--- src/rtl/gausselim_pkg.sv ---
// Shared constants and helpers for the elimination datapath blocks.
package gausselim_pkg;

  localparam int unsigned NREQ_DEF  = 4;
  localparam int unsigned WIDTH_DEF = 8;
  localparam int unsigned DEPTH_DEF = 64;

  // Index width for n items, never narrower than one bit.
  function automatic int unsigned clog2_min1(input int unsigned n);
    return (n <= 2) ? 1 : $clog2(n);
  endfunction

endpackage

--- src/rtl/mem_port_arbiter_rr_pick.sv ---
// Combinational round-robin picker: first set request at or after ptr, wrapping.
module rr_pick
  import gausselim_pkg::*;
#(
  parameter int unsigned N = 4
) (
  input  logic [N-1:0]               req,
  input  logic [clog2_min1(N)-1:0]   ptr,
  output logic [N-1:0]               gnt,
  output logic [clog2_min1(N)-1:0]   idx,
  output logic                       any
);

  localparam int unsigned PW = clog2_min1(N);

  logic [31:0]   k32;
  logic [PW-1:0] kk;

  // Scan from ptr; idx falls back to ptr when nothing is requested.
  always_comb begin
    gnt = '0;
    idx = ptr;
    any = 1'b0;
    k32 = '0;
    kk  = '0;
    for (int unsigned off = 0; off < N; off++) begin
      k32 = 32'(ptr) + off;
      if (k32 >= N) k32 = k32 - N;
      kk = PW'(k32);
      if (!any && req[kk]) begin
        any     = 1'b1;
        gnt[kk] = 1'b1;
        idx     = kk;
      end
    end
  end

endmodule

--- src/rtl/mem_port_arbiter.sv ---
// Shares one dual-port RAM between NREQ requesters with independent
// round-robin read and write arbitration and a read-after-write hazard hold.
module mem_port_arbiter
  import gausselim_pkg::*;
#(
  parameter int unsigned NREQ  = NREQ_DEF,
  parameter int unsigned WIDTH = WIDTH_DEF,
  parameter int unsigned DEPTH = DEPTH_DEF,
  parameter int unsigned AW    = $clog2(DEPTH)
) (
  input  logic                  clock,
  input  logic                  reset_n,
  input  logic [NREQ-1:0]       wr_req,
  input  logic [NREQ*AW-1:0]    wr_addr,
  input  logic [NREQ*WIDTH-1:0] wr_data,
  output logic [NREQ-1:0]       wr_gnt,
  input  logic [NREQ-1:0]       rd_req,
  input  logic [NREQ*AW-1:0]    rd_addr,
  output logic [NREQ-1:0]       rd_gnt,
  output logic [NREQ-1:0]       rd_valid,
  output logic [WIDTH-1:0]      rd_data,
  output logic [WIDTH-1:0]      mem_data,
  output logic [AW-1:0]         mem_wraddress,
  output logic                  mem_wren,
  output logic [AW-1:0]         mem_rdaddress,
  output logic                  mem_rden,
  input  logic [WIDTH-1:0]      mem_q
);

  localparam int unsigned PW = clog2_min1(NREQ);

  logic [PW-1:0]   wr_ptr_q, wr_ptr_d;
  logic [PW-1:0]   rd_ptr_q, rd_ptr_d;
  logic [NREQ-1:0] rd_valid_q;

  logic [NREQ-1:0] wr_pick_gnt, rd_pick_gnt;
  logic [PW-1:0]   wr_idx, rd_idx;
  logic            wr_any, rd_any;
  logic [AW-1:0]   rd_sel_addr;
  logic            hazard;

  rr_pick #(.N(NREQ)) u_wr_pick (
    .req (wr_req),
    .ptr (wr_ptr_q),
    .gnt (wr_pick_gnt),
    .idx (wr_idx),
    .any (wr_any)
  );

  rr_pick #(.N(NREQ)) u_rd_pick (
    .req (rd_req),
    .ptr (rd_ptr_q),
    .gnt (rd_pick_gnt),
    .idx (rd_idx),
    .any (rd_any)
  );

  // Port muxing, hazard hold and next-pointer computation.
  always_comb begin
    mem_wraddress = wr_addr[32'(wr_idx)*AW +: AW];
    mem_data      = wr_data[32'(wr_idx)*WIDTH +: WIDTH];
    rd_sel_addr   = rd_addr[32'(rd_idx)*AW +: AW];
    wr_gnt        = wr_pick_gnt;
    mem_wren      = wr_any;
    hazard        = wr_any && rd_any && (mem_wraddress == rd_sel_addr);
    rd_gnt        = hazard ? '0 : rd_pick_gnt;
    mem_rden      = rd_any && !hazard;
    mem_rdaddress = rd_sel_addr;
    wr_ptr_d      = wr_ptr_q;
    rd_ptr_d      = rd_ptr_q;
    if (wr_any) begin
      wr_ptr_d = (wr_idx == PW'(NREQ-1)) ? '0 : wr_idx + PW'(1);
    end
    if (mem_rden) begin
      rd_ptr_d = (rd_idx == PW'(NREQ-1)) ? '0 : rd_idx + PW'(1);
    end
  end

  // Pointer and read-valid registers; valid lines up with the RAM's registered q.
  always_ff @(posedge clock or negedge reset_n) begin
    if (!reset_n) begin
      wr_ptr_q   <= '0;
      rd_ptr_q   <= '0;
      rd_valid_q <= '0;
    end else begin
      wr_ptr_q   <= wr_ptr_d;
      rd_ptr_q   <= rd_ptr_d;
      rd_valid_q <= rd_gnt;
    end
  end

  assign rd_valid = rd_valid_q;
  assign rd_data  = mem_q;

endmodule

--- config.mk ---
export PLATFORM = sky130hd
export DESIGN_NAME = mem_port_arbiter
export DESIGN_NICKNAME = d
export VERILOG_FILES = /design/src/rtl/gausselim_pkg.sv /design/src/rtl/mem_port_arbiter_rr_pick.sv /design/src/rtl/mem_port_arbiter.sv
export SDC_FILE = /design/constraint.sdc
export NUM_CORES = 1
export LEC_CHECK = 0
export CORE_MARGIN = 5
export CORE_UTILIZATION = 37
export DETAILED_ROUTE_END_ITERATION = 8
export PLACE_DENSITY = 0.83
export SKIP_CTS_REPAIR_TIMING = 1
export SYNTH_ARGS = -nofsm -noshare
export SYNTH_HDL_FRONTEND = slang
export SYNTH_SLANG_ARGS = --single-unit
--- constraint.sdc ---
create_clock -name clock -period 8.4 [get_ports clock]
set_clock_uncertainty 0.05 [all_clocks]
set_input_delay 2.52 -clock clock [delete_from_list [all_inputs] [get_ports clock]]
set_output_delay 2.52 -clock clock [all_outputs]
set_load 0.005 [all_outputs]
==> load_flow_metrics.sql, run 1 <==
INSERT INTO impl_metrics (metric_group, metric, value, unit) VALUES
('status', 'run_status', 'finished clean', ''),
('floorplan', 'die_area', '7150', 'um2'),
('global_routing', 'globalRouteMet1Util', '0.190', ''),
('placement', 'dpl-instance-area', '3480', 'um2'),
('critical_path', 'worst_setup_path_end_kind', 'output pin', ''),
('floorplan', 'coreArea', '5440', 'um2'),
('pwr', 'power-per-cell-area', '474', 'nW/um2'),
('synthesis', 'mappedNetlistNets', '321', ''),
('floorplan', 'die_w', '84.6', 'um'),
('synthesis', 'synth_enable_flop_cells', '0', ''),
('final_layout', 'final_nets', '460', ''),
('critical_path', 'crit_type', 'input pin to output pin', ''),
('floorplan', 'initial_core_util', '0.378', ''),
('critical_path', 'critPathArrivalTime', '5640', 'ps'),
('global_routing', 'first_global_vias', '2340', ''),
('final_layout', 'syn_to_final_growth', '75.4', '%'),
('worst_hold_path', 'hold_path.class', 'register to register', ''),
('global_routing', 'antenna_found_initial', '0', ''),
('drt', 'detail_route.wl_per_cell', '16.1', 'um'),
('clocking', 'clk_pin_slew', '40', 'ps'),
('final_layout', 'layout-drive-gt1-share', '0.255', ''),
('sta', 'timing_hold_violations_final', '0', ''),
('drt', 'ant_nets', '0', ''),
('sta', 'setup_failing_eps_final', '0', ''),
('clocking', 'cts_tree', 'built', ''),
('global_routing', 'overall_overflow_remaining_after_global_route', '0', ''),
('synthesis', 'ys_dominant_reg_cell', 'dfrtp_1', ''),
('final_layout', 'final_cell_area', '3610', 'um2'),
('floorplan', 'die_height', '84.6', 'um'),
('clocking', 'max-clock-path-buffers', '2', ''),
('sta', 'timing.max_slew.rel_slack', '0.620', ''),
('global_routing', 'met3_usage', '0.0559', ''),
('final_layout', 'layout.core_utilization', '0.663', ''),
('drt', 'dr.pass1.iters', '4', ''),
('sta', 'fmaxAchievable', '0.122', 'GHz'),
('sta', 'post-route-period-util', '0.977', ''),
('synthesis', 'synth-warning-count', '0', ''),
('synthesis', 'synth_largest_area_cell', 'mux4_2', ''),
('drt', 'wl', '6790', 'um'),
('sta', 'worst_slew_pin_slew', '570', 'ps'),
('synthesis', 'synth.area.top_cells', 'mux4_2 13%, dfrtp_1 9.7%, mux2i_1 9.2%, ha_1 6.7%, mux4_1 6.4%', ''),
('synthesis', 'synthesis.instances', '212', ''),
('global_routing', 'global_route_total_usage_across_every_layer', '0.179', ''),
('synthesis', 'yosys.cell_count.top_type', 'nor2_1', ''),
('critical_path', 'crit_path_start_kind', 'input pin', ''),
('synthesis', 'postSynthRegisterBits', '8', ''),
('critical_path', 'critical_path.max_fanout', '9', ''),
('pwr', 'power_leakage', '0.00154', 'uW'),
('sta', 'grt_setup_unrepaired', 'no', ''),
('flow_run', 'cap_viol_max_count', '0', ''),
('clocking', 'ctsRootBufferMaster', 'clkbuf_8', ''),
('placement', 'place.port_buffers', '123', ''),
('pwr', 'power.ir.vdd_worst', '255', 'uV'),
('placement', 'dpl_worst_slack', '-133', 'ps'),
('clocking', 'cts-buffers-inserted', '3', ''),
('synthesis', 'synth-async-reset-ratio', '1.00', ''),
('synthesis', 'mappedNetlistArea', '2060', 'um2'),
('clocking', 'clkSinkCount', '8', ''),
('sta', 'fin_hold_ws', '734', 'ps'),
('drt', 'dr.first_iter.drc_count', '79', ''),
('drt', 'drc', '0', ''),
('placement', 'hpwlAfterDp', '5740', 'um'),
('placement', 'place_congestion', '0.855', ''),
('global_routing', 'grt_first_pass_wirelength', '10700', 'um'),
('global_routing', 'grt_start_max_net_pins', '19', ''),
('drt', 'via_count', '2216', ''),
('synthesis', 'yosysSeqAreaShare', '0.0973', ''),
('synthesis', 'synth.lib_cells_used.distinct', '57', ''),
('final_layout', 'insertedDiodeCount', '0', ''),
('global_routing', 'most_heavily_used_metal_layer_in_global_routing', 'met2', ''),
('synthesis', 'synth_largest_type_area_fraction', '0.131', ''),
('sta', 'final_max_slew_viol_count', '0', ''),
('clocking', 'clk-insertion-delay-late', '230', 'ps'),
('sta', 'layout_min_cycle_time', '8210', 'ps'),
('clocking', 'ctsHtreeMaxLevel', '1', ''),
('synthesis', 'synth_top_cells_by_count', '22 x nor2_1, 19 x mux2i_1, 12 x a22oi_1, 12 x mux4_2', ''),
('floorplan', 'ios', '140', ''),
('sta', 'postLayoutSetupSlackWorst', '193', 'ps'),
('final_layout', 'fillCellCount', '445', ''),
('global_routing', 'groute.layer.met2.usage', '0.340', ''),
('floorplan', 'floorplan.rows', '27', ''),
('drt', 'vias_per_cell', '5.26', ''),
('critical_path', 'reg2reg_slack', '4240', 'ps'),
('critical_path', 'worst-endpoint-required', '5830', 'ps'),
('synthesis', 'synthesis.area_per_instance', '9.70', 'um2');
-- critical path: stages --
cell             delay [ps]
dlymetal6s2s_1          190
mux4_2                  500
or2_1                   280
nand3b_1                210
a21oi_2                 250
o21ai_0                 120
and3_1                  190
or3_1                   370
nand4_1                 130
nor3_2                   60
buf_4                   170
nor2_1                  140
clkdlybuf4s50_1         520
-- routing by layer --
metal / up-vias / share of wire
met5: - / 0
met4: 0 / 0.017
met3: 10 / 0.081
met2: 94 / 0.53
met1: 1030 / 0.37
li1: 1082 / -
-- power breakdown --
part | internal [uW] | total (uW) | switching, uW
registers | 58.2 | 104 | 45.4
clock network | 31.1 | 46.9 | 15.8
logic | 910 | 1560 | 650
total | 999 | 1710 | 711
-- state kept, by name, summed over array words and instances, names as in the netlist --
name,flops
rd_valid,4
rd_ptr_q,2
wr_ptr_q,2
-- cell usage in the layout (no fill, tap or decap), drive strengths merged, types with 2 or more instances in the layout --
cell	n
a211oi	2
a21oi	12
a221oi	4
a22oi	12
and3	2
and3b	2
buf	36
clkbuf	3
clkdlybuf4s50	114
dfrtp	8
dlymetal6s2s	9
ha	11
inv	8
mux2	11
mux2i	19
mux4	17
nand2b	2
nand3	3
nand4	2
nor2	23
nor2b	5
nor3	5
nor3b	3
o21ai	12
o221ai	2
o22ai	2
or2	3
xnor2	6
-- final timing paths --
path,from,endpoint,cells past startpoint
hold / removal,wr_ptr_q[1],wr_ptr_q[1],2
max in group asynchronous,reset_n,rd_valid[0],1
hold reg to reg,wr_ptr_q[1],wr_ptr_q[1],2
setup reg to reg,rd_ptr_q[0],rd_ptr_q[0],14
setup / recovery,rd_req[2],rd_gnt[0],13
min in group asynchronous,reset_n,rd_valid[2],1
-- final cells by class --
| cell class | count | area, um2 | share of cell area |
|---|---|---|---|
| repair buffers | 159 | 1550 | 0.430 |
| multi-input cells | 171 | 1690 | 0.469 |
| clock buffers | 3 | 41.3 | 0.0114 |
| flip-flops and latches | 8 | 200 | 0.0555 |
| inverters | 8 | 30.0 | 0.00832 |
| well taps | 72 | 90.1 | 0.0250 |
-- through the flow --
| stage | TNS, ps | total power [uW] | instances |
|---|---|---|---|
| floorplan | 0 | 948 | 212 |
| global placement | -141 | 1580 | 417 |
| detailed placement | -496 | 1610 | 417 |
| CTS | -552 | 1670 | 420 |
| global route | 0 | 1850 | 421 |
| finish | 0 | 1710 | 421 |
-- kinds of logic after synthesis --
kind of cell / count (synthesis) / synth area share
compound gates: 53 / 0.202
simple gates: 53 / 0.145
mux: 47 / 0.348
buf+inv: 33 / 0.107
fa+ha+maj: 11 / 0.0669
flops: 8 / 0.0973
xor+xnor: 7 / 0.0335
No activity file was read; power rests on OpenSTA's default activity.
==> run 2, diff against run 1 <==
- CORE_UTILIZATION: 37 -> 56
- DONT_BUFFER_PORTS: unset -> 1
- PLACE_DENSITY: 0.83 -> 0.71
==> load_flow_metrics.sql, run 2 (synthesis gave the netlist of run 1 again) <==
INSERT INTO impl_metrics (metric_group, metric, value, unit) VALUES
('drt', 'dr.first_iter.drc_count', '61', ''),
('pwr', 'power_leakage', '0.000784', 'uW'),
('final_layout', 'final_nets', '303', ''),
('clocking', 'clk-insertion-delay-late', '220', 'ps'),
('global_routing', 'overall_overflow_remaining_after_global_route', '0', ''),
('floorplan', 'floorplan.rows', '22', ''),
('clocking', 'cts_tree', 'built', ''),
('sta', 'post-route-period-util', '0.941', ''),
('sta', 'layout_min_cycle_time', '7900', 'ps'),
('clocking', 'ctsRootBufferMaster', 'clkbuf_8', ''),
('final_layout', 'insertedDiodeCount', '0', ''),
('critical_path', 'timing.critical_path.slowest_stage_cell', 'mux4_1', ''),
('drt', 'detail_route.wl_per_cell', '23.0', 'um'),
('final_layout', 'final_cell_area', '1980', 'um2'),
('placement', 'dpl-instance-area', '1940', 'um2'),
('drt', 'wl', '5510', 'um'),
('final_layout', 'largest_register_ff_count', '4', ''),
('global_routing', 'antenna_found_initial', '0', ''),
('sta', 'grt_setup_unrepaired', 'no', ''),
('final_layout', 'mostFrequentLayoutCell', 'nor2_1', ''),
('sta', 'worst_slew_pin_slew', '862', 'ps'),
('global_routing', 'global_route_total_usage_across_every_layer', '0.210', ''),
('critical_path', 'critical_path.max_fanout', '23', ''),
('worst_hold_path', 'hold_path.class', 'register to register', ''),
('placement', 'place_congestion', '0.790', ''),
('placement', 'place.port_buffers', '0', ''),
('final_layout', 'layout.core_utilization', '0.550', ''),
('sta', 'setup_failing_eps_final', '0', ''),
('critical_path', 'reg2reg_slack', '4100', 'ps'),
('final_layout', 'layout-drive-gt1-share', '0.245', ''),
('critical_path', 'critPathArrivalTime', '5330', 'ps'),
('global_routing', 'first_global_vias', '1687', ''),
('critical_path', 'crit_family', 'multiplexers', ''),
('global_routing', 'grt_first_pass_wirelength', '8690', 'um'),
('sta', 'postLayoutSetupSlackWorst', '497', 'ps'),
('clocking', 'cts-buffers-inserted', '3', ''),
('sta', 'final_max_slew_viol_count', '0', ''),
('pwr', 'power-per-cell-area', '559', 'nW/um2'),
('floorplan', 'die_area', '4990', 'um2'),
('pwr', 'power.ir.vdd_worst', '346', 'uV'),
('drt', 'vias_per_cell', '7.06', ''),
('floorplan', 'die_height', '70.6', 'um'),
('placement', 'dpl_worst_slack', '462', 'ps'),
('flow_run', 'cap_viol_max_count', '0', ''),
('critical_path', 'path_buf_inv', '1', ''),
('sta', 'fmaxAchievable', '0.127', 'GHz'),
('clocking', 'ctsHtreeMaxLevel', '1', ''),
('status', 'run_status', 'finished clean', ''),
('floorplan', 'die_w', '70.6', 'um'),
('global_routing', 'grt_start_max_net_pins', '24', ''),
('critical_path', 'worst_setup_path_end_kind', 'output pin', ''),
('final_layout', 'final_cell_mix', '22 x nor2_1, 19 x mux2i_1, 12 x mux4_2, 12 x a22oi_1', ''),
('clocking', 'max-clock-path-buffers', '2', ''),
('critical_path', 'crit_path_start_kind', 'input pin', ''),
('placement', 'hpwlAfterDp', '4700', 'um'),
('clocking', 'clk_pin_slew', '40', 'ps'),
('floorplan', 'ios', '140', ''),
('sta', 'timing_hold_violations_final', '0', ''),
('sta', 'fin_tns_setup', '0', 'ps'),
('critical_path', 'worst_path_largest_cell_delay', '670', 'ps'),
('critical_path', 'worst-endpoint-required', '5830', 'ps'),
('clocking', 'clkSinkCount', '8', ''),
('drt', 'via_count', '1695', ''),
('drt', 'ant_nets', '0', ''),
('critical_path', 'crit_path_cell_trace', 'mux4_2 -> nor3_1 -> a211oi_2 -> o21ai_2 -> buf_4 -> mux4_1 -> xnor2_1 -> nand4_1 -> nor3_2 -> nor2_1', ''),
('sta', 'timing.max_slew.rel_slack', '0.425', ''),
('critical_path', 'crit_type', 'input pin to output pin', ''),
('drt', 'dr.pass1.iters', '4', ''),
('pwr', 'fin_total_pwr', '1110', 'uW'),
('floorplan', 'initial_core_util', '0.570', ''),
('floorplan', 'coreArea', '3610', 'um2'),
('final_layout', 'syn_to_final_growth', '-3.59', '%'),
('drt', 'drc', '0', '');
-- run 2: changes by cell type in the layout (fill, tap and decap cells not counted), sizes merged --
| cell | before | now |
|---|---|---|
| buf | 36 | 2 |
| clkdlybuf4s50 | 114 | 0 |
| dlymetal6s2s | 9 | 0 |
-- run 2: through the flow --
stage	instances	hold slack (ps)
5_1_grt	240	789
3_5_place_dp	237	715
3_3_place_gp	237	704
6_report	240	718
4_1_cts	240	723
2_1_floorplan	212	637
-- run 2: area by class of cell --
class                   instances  area (um2)
multi-input cells             171        1640
fillers                       354        1620
flip-flops and latches          8         200
well taps                      48        60.1
clock buffers                   3        41.3
inverters                       8        30.0
repair buffers                  2        15.0
-- run 2: final timing paths --
path | start | end | cells after the start
max | wr_req[3] | rd_gnt[0] | 10
min | wr_ptr_q[1] | wr_ptr_q[1] | 2
max reg2reg | rd_ptr_q[0] | rd_valid[0] | 12
min reg2reg | wr_ptr_q[1] | wr_ptr_q[1] | 2
max in group asynchronous | reset_n | rd_valid[0] | 0
min in group asynchronous | reset_n | rd_ptr_q[1] | 0
-- run 2: worst register-to-register path, cell delays in order, from the launching register on --
cell and delay (ps):
dfrtp_1 650, inv_1 270, ha_1 480, mux4_2 620, or2_1 300, nand3_1 120, a21oi_2 90, nor2_2 290
mux4_2 410, xnor2_1 180, nand4_1 220, nor3_2 350, nor2_1 140
-- run 2: where the power goes --
| part | switching (uW) | total [uW] | leakage [uW] | internal, uW |
|---|---|---|---|---|
| combinational | 526 | 961 | 0.000663 | 435 |
| clock | 12.7 | 43.5 | 0.0000216 | 30.8 |
| sequential | 44.9 | 103 | 0.0000988 | 58.4 |
-- run 2: per-layer routing --
metal,part of all wire,wire [um],global-route usage
met1,0.36,1960,0.246
met2,0.53,2900,0.373
met3,0.099,545,0.0682
met4,0.018,99,0.0522
met5,0,0,0
